$ cat config.mk
export PLATFORM = sky130hd
export DESIGN_NAME = hazard_stall_unit
export DESIGN_NICKNAME = d
export VERILOG_FILES = /design/src/rtl/hazard_stall_unit.sv
export SDC_FILE = /design/constraint.sdc
export NUM_CORES = 1
export LEC_CHECK = 0
export CAP_MARGIN = 15
export CORE_ASPECT_RATIO = 0.7
export CORE_MARGIN = 8
export CORE_UTILIZATION = 30
export DETAILED_ROUTE_END_ITERATION = 8
export GPL_ROUTABILITY_DRIVEN = 0
export PLACE_DENSITY = 0.56
export SLEW_MARGIN = 25
export SYNTH_ARGS = -nofsm -noshare
export SYNTH_HDL_FRONTEND = slang
export SYNTH_SLANG_ARGS = --single-unit
$ cat constraint.sdc
create_clock -name clk -period 4.45 [get_ports clk]
set_input_delay 1.335 -clock clk [delete_from_list [all_inputs] [get_ports clk]]
set_output_delay 1.335 -clock clk [all_outputs]
set_load 0.03 [all_outputs]
$ cat src/rtl/hazard_stall_unit.sv
// Pipeline interlock controller: load-use and HI/LO divider stalls, taken-branch
// flushes, and a saturating stall-cycle counter for the 5-stage core.
module hazard_stall_unit #(
  parameter int DIV_CYCLES = 32,
  parameter int CNT_W      = 16
) (
  input  logic             clk,
  input  logic             rst,
  input  logic [4:0]       ID_rs,
  input  logic [4:0]       ID_rt,
  input  logic             ID_UseRs,
  input  logic             ID_UseRt,
  input  logic             ID_IsStore,
  input  logic             ID_HiLoUse,
  input  logic             EX_MemRd,
  input  logic [4:0]       EX_RegDstAddr,
  input  logic             EX_DivStart,
  input  logic             EX_BranchTaken,
  output logic             PC_Stall,
  output logic             IFID_Stall,
  output logic             IFID_Flush,
  output logic             IDEX_Flush,
  output logic             DivBusy,
  output logic             HiLoWr,
  output logic [CNT_W-1:0] StallCnt
);

  typedef enum logic [1:0] {IDLE, BUSY, DONE} div_state_t;

  div_state_t state, state_next;
  logic [5:0] div_cnt, div_cnt_next;
  logic       load_use, div_hazard, stall;

  // Store data (rt of a store) is excluded: the MEM-stage forward supplies it.
  always_comb begin
    load_use = EX_MemRd && (EX_RegDstAddr != 5'd0) &&
               ((ID_UseRs && (ID_rs == EX_RegDstAddr)) ||
                (ID_UseRt && !ID_IsStore && (ID_rt == EX_RegDstAddr)));
    div_hazard = ID_HiLoUse && (state == BUSY);
    stall      = (load_use || div_hazard) && !EX_BranchTaken;
  end

  always_comb begin
    PC_Stall   = stall;
    IFID_Stall = stall;
    IFID_Flush = EX_BranchTaken;
    IDEX_Flush = stall || EX_BranchTaken;
  end

  always_ff @(posedge clk) begin
    if (rst) begin
      state   <= IDLE;
      div_cnt <= 6'd0;
    end else begin
      state   <= state_next;
      div_cnt <= div_cnt_next;
    end
  end

  // DONE is busy but not hazardous, so the waiting consumer leaves ID as HI/LO is written.
  always_comb begin
    state_next   = state;
    div_cnt_next = div_cnt;
    DivBusy      = 1'b0;
    HiLoWr       = 1'b0;
    case (state)
      IDLE: begin
        if (EX_DivStart) begin
          state_next   = BUSY;
          div_cnt_next = 6'(DIV_CYCLES - 1);
        end
      end
      BUSY: begin
        DivBusy = 1'b1;
        if (div_cnt == 6'd0) begin
          state_next = DONE;
        end else begin
          div_cnt_next = div_cnt - 6'd1;
        end
      end
      DONE: begin
        DivBusy    = 1'b1;
        HiLoWr     = 1'b1;
        state_next = IDLE;
      end
      default: state_next = IDLE;
    endcase
  end

  always_ff @(posedge clk) begin
    if (rst) begin
      StallCnt <= '0;
    end else if (stall && (StallCnt != {CNT_W{1'b1}})) begin
      StallCnt <= StallCnt + CNT_W'(1);
    end
  end

endmodule

Word level (Yosys, flattened, before mapping)

Index checks and enable logic that the tools add are counted.

Add/subtract/negate cells: 2
Equality and inequality tests: 8
Mux-type cells: 8
Reduce and logical (&&, ||, !) cells: 20

Operators by type and width:

| kind                                                 | count |
|---|---|
| adder 16 x 1 -> 16 bit (second input constant)       | 1 |
| != test 16 bit (second input constant)               | 1 |
| two-way mux 6 bit                                    | 2 |
| case mux 6 bit (2 select lines)                      | 1 |
| equality test 5 bit                                  | 2 |
| logical AND 1 bit                                    | 8 |
| zero test 6 bit                                      | 1 |
| subtractor 6 x 1 -> 6 bit (second input constant)    | 1 |
| nonzero test 5 bit                                   | 1 |
| two-way mux 2 bit                                    | 2 |
| != test 2 bit (second input constant)                | 2 |
| case mux 2 bit (2 select lines)                      | 1 |
| logical OR 1 bit                                     | 3 |
| AND reduction 3 bit                                  | 1 |
| equality test 2 x 1 -> 1 bit (second input constant) | 1 |
| equality test 2 bit (second input constant)          | 1 |
| zero test 1 bit                                      | 2 |
| zero test 2 bit                                      | 1 |
| two-way mux 1 bit                                    | 2 |
| != test 2 x 1 -> 1 bit (second input constant)       | 1 |
| AND reduction 2 bit                                  | 1 |
| nonzero test 2 bit                                   | 1 |
| OR reduction 2 bit                                   | 1 |

Flip-flop bits (word level): 24
Logic and storage cells: 41

Longest topological paths before layout

Word-level depth: 8
Gate-level depth with buffers: 8
Mapped depth without buffers: 8

Worst setup path after synthesis

No wires, ideal clock.

Kind: input port to output port
Start point: input port EX_RegDstAddr[0]
End point: output port PC_Stall
Arrival: 2,749 ps
Required time: 3,115 ps
Slack: 366 ps
Stages on the path: 6
Path through: xnor2_1 > nand4_1 > o22a_1 > o21a_1 > nor2_1 > buf_4

Cells in the longest elaborated chain, start to end: 6

Ends and longest elaborated chain:

| what                                   | line   | RTL |
|---|---|---|
| start, declared                        | 16     | `input logic [4:0] EX_RegDstAddr,` |
| equality test 5 bit (on tied branches) | 37, 38 |  |
| logical AND 1 bit (on tied branches)   | 37, 38 |  |
| logical OR 1 bit                       | 37     | `((ID_UseRs && (ID_rs == EX_RegDstAddr)) \|\|` |
| logical AND 1 bit *                    | 36     | `load_use = EX_MemRd && (EX_RegDstAddr != 5'd0) &&` |
| logical OR 1 bit *                     | 40     | `stall = (load_use \|\| div_hazard) && !EX_BranchTaken;` |
| logical AND 1 bit *                    | 40     |  |
| end, declared                          | 19     | `output logic PC_Stall,` |

Every way passes the cells marked *; elsewhere a longest branch is shown, timed or not.

Worst setup path after layout

Start point: input port EX_RegDstAddr[3]
End point: output port IFID_Stall

Cells in the longest elaborated chain, start to end: 6

Ends and longest elaborated chain:

| what                                   | line   | RTL |
|---|---|---|
| equality test 5 bit (on tied branches) | 37, 38 |  |
| logical AND 1 bit (on tied branches)   | 37, 38 |  |
| logical OR 1 bit                       | 37     |  |
| logical AND 1 bit *                    | 36     |  |
| logical OR 1 bit *                     | 40     |  |
| logical AND 1 bit *                    | 40     |  |
| end, declared                          | 20     | `output logic IFID_Stall,` |

Marked as above.

==> impl_results.html <==
<table>
<tr><th>Metric</th><th>Value</th></tr>
<tr><th colspan="2">Timing</th></tr>
<tr><td>Worst-case hold slack</td><td>0.5168 ns</td></tr>
<tr><td>Setup clock skew after layout</td><td>0.008181 ns</td></tr>
<tr><td>Final setup vio count</td><td>0</td></tr>
<tr><td>Slew headroom</td><td>66.68%</td></tr>
<tr><td>Final Cycle Share</td><td>96.21%</td></tr>
<tr><td>Fmax</td><td>233.6 MHz</td></tr>
<tr><td>Unrepaired setup endpoints after global routing</td><td>true</td></tr>
<tr><td>Final min period</td><td>4.281 ns</td></tr>
<tr><td>Pin slew with the least headroom to its limit</td><td>0.4998 ns</td></tr>
<tr><td>Setup total negative slack</td><td>0 ns</td></tr>
<tr><td>Final worst slack</td><td>0.1686 ns</td></tr>
<tr><td>Final Hold Fails</td><td>0</td></tr>
<tr><td>Count of pins over their slew limit</td><td>0</td></tr>
<tr><th colspan="2">Outcome</th></tr>
<tr><td>Outcome</td><td>complete, no violations</td></tr>
<tr><th colspan="2">Place</th></tr>
<tr><td>DP Cell Count</td><td>277</td></tr>
<tr><td>Placement-stage worst setup slack</td><td>-0.3220 ns</td></tr>
<tr><td>Final HPWL from detailed placement</td><td>2.970 mm</td></tr>
<tr><td>Number of buffer cells added on primary ports</td><td>45</td></tr>
<tr><td>DP Area</td><td>1996 um^2</td></tr>
<tr><th colspan="2">Finish</th></tr>
<tr><td>Fin cells</td><td>281</td></tr>
<tr><td>Final standard cell area without fillers</td><td>2038 um^2</td></tr>
<tr><td>Most frequent standard cell in the layout excluding fill and tap cells</td><td>clkdlybuf4s50_1</td></tr>
<tr><td>Number of filler instances in the final layout</td><td>446</td></tr>
<tr><td>Final Util</td><td>43.34%</td></tr>
<tr><td>Area added between synthesis and finish</td><td>41.41%</td></tr>
<tr><td>Commonest cells after routing, fill and taps aside</td><td>clkdlybuf4s50_1, dfxtp_1, nor2_1</td></tr>
<tr><td>Count of inserted antenna diode cells</td><td>0</td></tr>
<tr><td>Number of nets in the layout</td><td>256</td></tr>
<tr><td>Fraction of layout cells with a size suffix above 1</td><td>12.05%</td></tr>
<tr><th colspan="2">Yosys</th></tr>
<tr><td>Post-synthesis mux area share</td><td>4.774%</td></tr>
<tr><td>Number of distinct library cells after synthesis</td><td>41</td></tr>
<tr><td>Yosys warns</td><td>0</td></tr>
<tr><td>Largest cells by area after synthesis</td><td>dfxtp_1, ha_1, xnor2_1</td></tr>
<tr><td>Share of synthesized registers carrying an async set or reset</td><td>0%</td></tr>
<tr><td>Number of synthesized flops with an enable pin</td><td>0</td></tr>
<tr><td>Portion of synthesized cell area occupied by the leading cell type</td><td>33.33%</td></tr>
<tr><td>Predominant post-synthesis flop cell</td><td>dfxtp_1</td></tr>
<tr><td>Proportion of synthesized chip area in sequential cells</td><td>33.33%</td></tr>
<tr><td>Number of standard cells after synthesis</td><td>173</td></tr>
<tr><td>Share of the synthesized area in compound gates (AO/OA/AOI/OAI)</td><td>13.11%</td></tr>
<tr><td>Syn_nets</td><td>204</td></tr>
<tr><td>Xor/xnor share of the synthesized area</td><td>9.722%</td></tr>
<tr><td>Cell Area, Synth</td><td>1441 um^2</td></tr>
<tr><td>Synth Area in Simple Gates</td><td>28.73%</td></tr>
<tr><td>Area share of fa/ha/maj cells after synthesis</td><td>6.076%</td></tr>
<tr><td>Mean cell area of the mapped netlist</td><td>8.332 um^2</td></tr>
<tr><td>Largest family of logic cells by synthesized area</td><td>simple AND/OR/NAND/NOR gates</td></tr>
<tr><td>Largest area contributor in the synthesized netlist</td><td>dfxtp_1</td></tr>
<tr><td>Count of state elements after synthesis</td><td>24</td></tr>
<tr><th colspan="2">Clock network</th></tr>
<tr><td>Worst-skew pair later-pin latency</td><td>0.27 ns</td></tr>
<tr><td>Max H-tree Level</td><td>1</td></tr>
<tr><td>TritonCTS clock tree</td><td>done</td></tr>
<tr><td>Cell at the root of the clock tree</td><td>clkbuf_8</td></tr>
<tr><td>Count of hold-fix buffers inserted at cts</td><td>0</td></tr>
<tr><td>Total clock buffers created by CTS</td><td>3</td></tr>
<tr><td>Bufs on Longest Clock Path</td><td>2</td></tr>
<tr><td>Number of sinks on the clock net</td><td>24</td></tr>
<tr><td>Clock-pin slew reported for the worst setup and hold paths after clock tree synthesis</td><td>0.08 ns</td></tr>
<tr><th colspan="2">Setup path</th></tr>
<tr><td>Cell depth of the worst setup path</td><td>7</td></tr>
<tr><td>CP max stage cell</td><td>clkdlybuf4s50_1</td></tr>
<tr><td>Crit Path Category</td><td>input pin to output port</td></tr>
<tr><td>Critical path arrival</td><td>2.95 ns</td></tr>
<tr><td>Critical path fanouts, max</td><td>3</td></tr>
<tr><td>Endpoint required time on the critical path</td><td>3.12 ns</td></tr>
<tr><td>Worst R2R Start</td><td>StallCnt[0]</td></tr>
<tr><td>CP Cell Sequence</td><td>clkdlybuf4s50_1 -&gt; xnor2_1 -&gt; nand4_1 -&gt; o22a_1 -&gt; o21a_1 -&gt; nor2_1 -&gt; buf_2</td></tr>
<tr><td>Largest delay share family, worst path</td><td>buffers and inverters</td></tr>
<tr><td>Reg2Reg Setup Slack</td><td>2.12 ns</td></tr>
<tr><td>Endpoint of the worst setup timing path</td><td>IFID_Stall</td></tr>
<tr><td>Largest incremental delay on the critical path</td><td>0.55 ns</td></tr>
<tr><td>End of the worst register-to-register path</td><td>StallCnt[10]</td></tr>
<tr><td>Worst R2R Path Depth</td><td>7</td></tr>
<tr><td>Kind of start point of the critical path</td><td>input pin</td></tr>
<tr><td>CP startpoint</td><td>EX_RegDstAddr[3]</td></tr>
<tr><td>Total buffers and inverters traversed by the critical path</td><td>2</td></tr>
<tr><td>Kind of end point of the critical path</td><td>output port</td></tr>
<tr><th colspan="2">Power and ir drop</th></tr>
<tr><td>Power, Total</td><td>764.1 uW</td></tr>
<tr><td>Combinational group share of total power</td><td>43.8%</td></tr>
<tr><td>Net Sw Frac</td><td>37.53%</td></tr>
<tr><td>Fraction of power consumed by the clock network</td><td>20.1%</td></tr>
<tr><td>Part of the total power dissipated in sequential elements</td><td>36.1%</td></tr>
<tr><td>Internal portion of total power</td><td>477.3 uW</td></tr>
<tr><td>Power density relative to cell area</td><td>374.9 nW/um^2</td></tr>
<tr><td>Leakage power summed over all cells</td><td>0.7413 nW</td></tr>
<tr><td>Switching Power</td><td>286.8 uW</td></tr>
<tr><td>Worst-case vdd ir drop</td><td>0.1438 mV</td></tr>
<tr><th colspan="2">Global routing</th></tr>
<tr><td>Number of global-route vias before repair</td><td>1,288</td></tr>
<tr><td>Wire length of the first global-routing pass</td><td>6.292 mm</td></tr>
<tr><td>Tot GR Track Use</td><td>10.56%</td></tr>
<tr><td>Remaining Overflow, GRT</td><td>0</td></tr>
<tr><td>Antenna violations before repair</td><td>0</td></tr>
<tr><td>Pin count of the biggest net entering global routing</td><td>29</td></tr>
<tr><th colspan="2">Route</th></tr>
<tr><td>Post-detailed-route DRC marker count</td><td>0</td></tr>
<tr><td>Average wire per standard cell</td><td>13.60 um</td></tr>
<tr><td>Number of detailed-route iterations in the first pass</td><td>4</td></tr>
<tr><td>First-iteration detailed-routing DRC count</td><td>62</td></tr>
<tr><td>Detailed-route vias per instance</td><td>4.936</td></tr>
<tr><td>Via count</td><td>1,387</td></tr>
<tr><td>Number of nets still failing antenna checks after routing</td><td>0</td></tr>
<tr><td>Routed WL</td><td>3.821 mm</td></tr>
<tr><th colspan="2">Floorplanning</th></tr>
<tr><td># IOs</td><td>46</td></tr>
<tr><td>Die H</td><td>74.00 um</td></tr>
<tr><td>Starting utilization of the core area</td><td>30.65%</td></tr>
<tr><td>Horiz. Die Dim</td><td>98.85 um</td></tr>
<tr><td>Std-Cell Rows</td><td>21</td></tr>
<tr><td>Standard cell core area</td><td>4703 um^2</td></tr>
<tr><td>Area enclosed by the die boundary</td><td>7314 um^2</td></tr>
<tr><th colspan="2">Min path</th></tr>
<tr><td>Kind of path behind the tightest hold check</td><td>flop to flop</td></tr>
<tr><th colspan="2">Job</th></tr>
<tr><td>Number of max-cap violations</td><td>0</td></tr>
</table>
==> routing by layer <==
layer | wire (um) | global-route usage (%)
met1 | 2014 | 14.43
met2 | 1475 | 15.07
met3 | 324 | 4.673
met4 | 7 | 1.523
met5 | 0 | 0
==> cell families (layout without fill, tap and decap cells) <==
kind of cell / after synthesis / in the layout
AO/OA/AOI/OAI: 31 / 31
XOR/XNOR: 16 / 16
adder cells (fa/ha/maj): 7 / 7
buffers and inverters: 14 / 65
flip-flops: 24 / 24
multiplexers: 6 / 6
AND/OR/NAND/NOR: 75 / 75
==> repair_timing <==
action	CTS	global route
buffers inserted	0	0
pin swaps	0	1
resized for setup	10	7
setup endpoints to repair	3	3
==> synthesized netlist by cell type, types with 3 or more instances <==
cell,n
a211oi_1,3
a21oi_1,13
clkbuf_1,3
dfxtp_1,24
ha_1,7
inv_1,7
nand2_1,11
nand3_1,7
nand4_1,5
nor2_1,18
nor2b_1,6
nor3_1,4
o21ai_0,5
o31ai_1,5
or3_1,4
or4_1,5
xnor2_1,10
xor2_1,6
==> worst min-delay path by stage <==
stage / start / end / slack (ns) / cells after the start
4_1_cts: div_cnt[0] / div_cnt[0] / 0.52 / 1
3_5_place_dp: div_cnt[0] / div_cnt[0] / 0.50 / 1
6_report: div_cnt[0] / div_cnt[0] / 0.52 / 1
2_1_floorplan: div_cnt[0] / div_cnt[0] / 0.46 / 1
5_1_grt: div_cnt[0] / div_cnt[0] / 0.53 / 1
3_3_place_gp: div_cnt[0] / div_cnt[0] / 0.49 / 1
==> power by group through the flow <==
stage / Combinational [mW] / Clock, mW / Sequential [mW]
after detailed placement: 0.338 / 0 / 0.280
after floorplan: 0.242 / 0 / 0.276
after CTS: 0.341 / 0.158 / 0.276
after global routing: 0.376 / 0.169 / 0.281
final: 0.335 / 0.153 / 0.276
after global placement: 0.338 / 0 / 0.281
==> state kept, by name (all words and copies together) (netlist names) <==
register  flops
StallCnt     16
div_cnt       6
state         2
==> final cells by class <==
type	count	area (um^2)	area share [%]
tap	57	71.32	3.499
inverter	7	26.28	1.289
timing repair buffer	54	498.0	24.43
sequential	24	480.5	23.57
multi-input combinational	135	907.1	44.51
clock buffer	4	55.05	2.701
No activity file was read; power rests on OpenSTA's default activity.
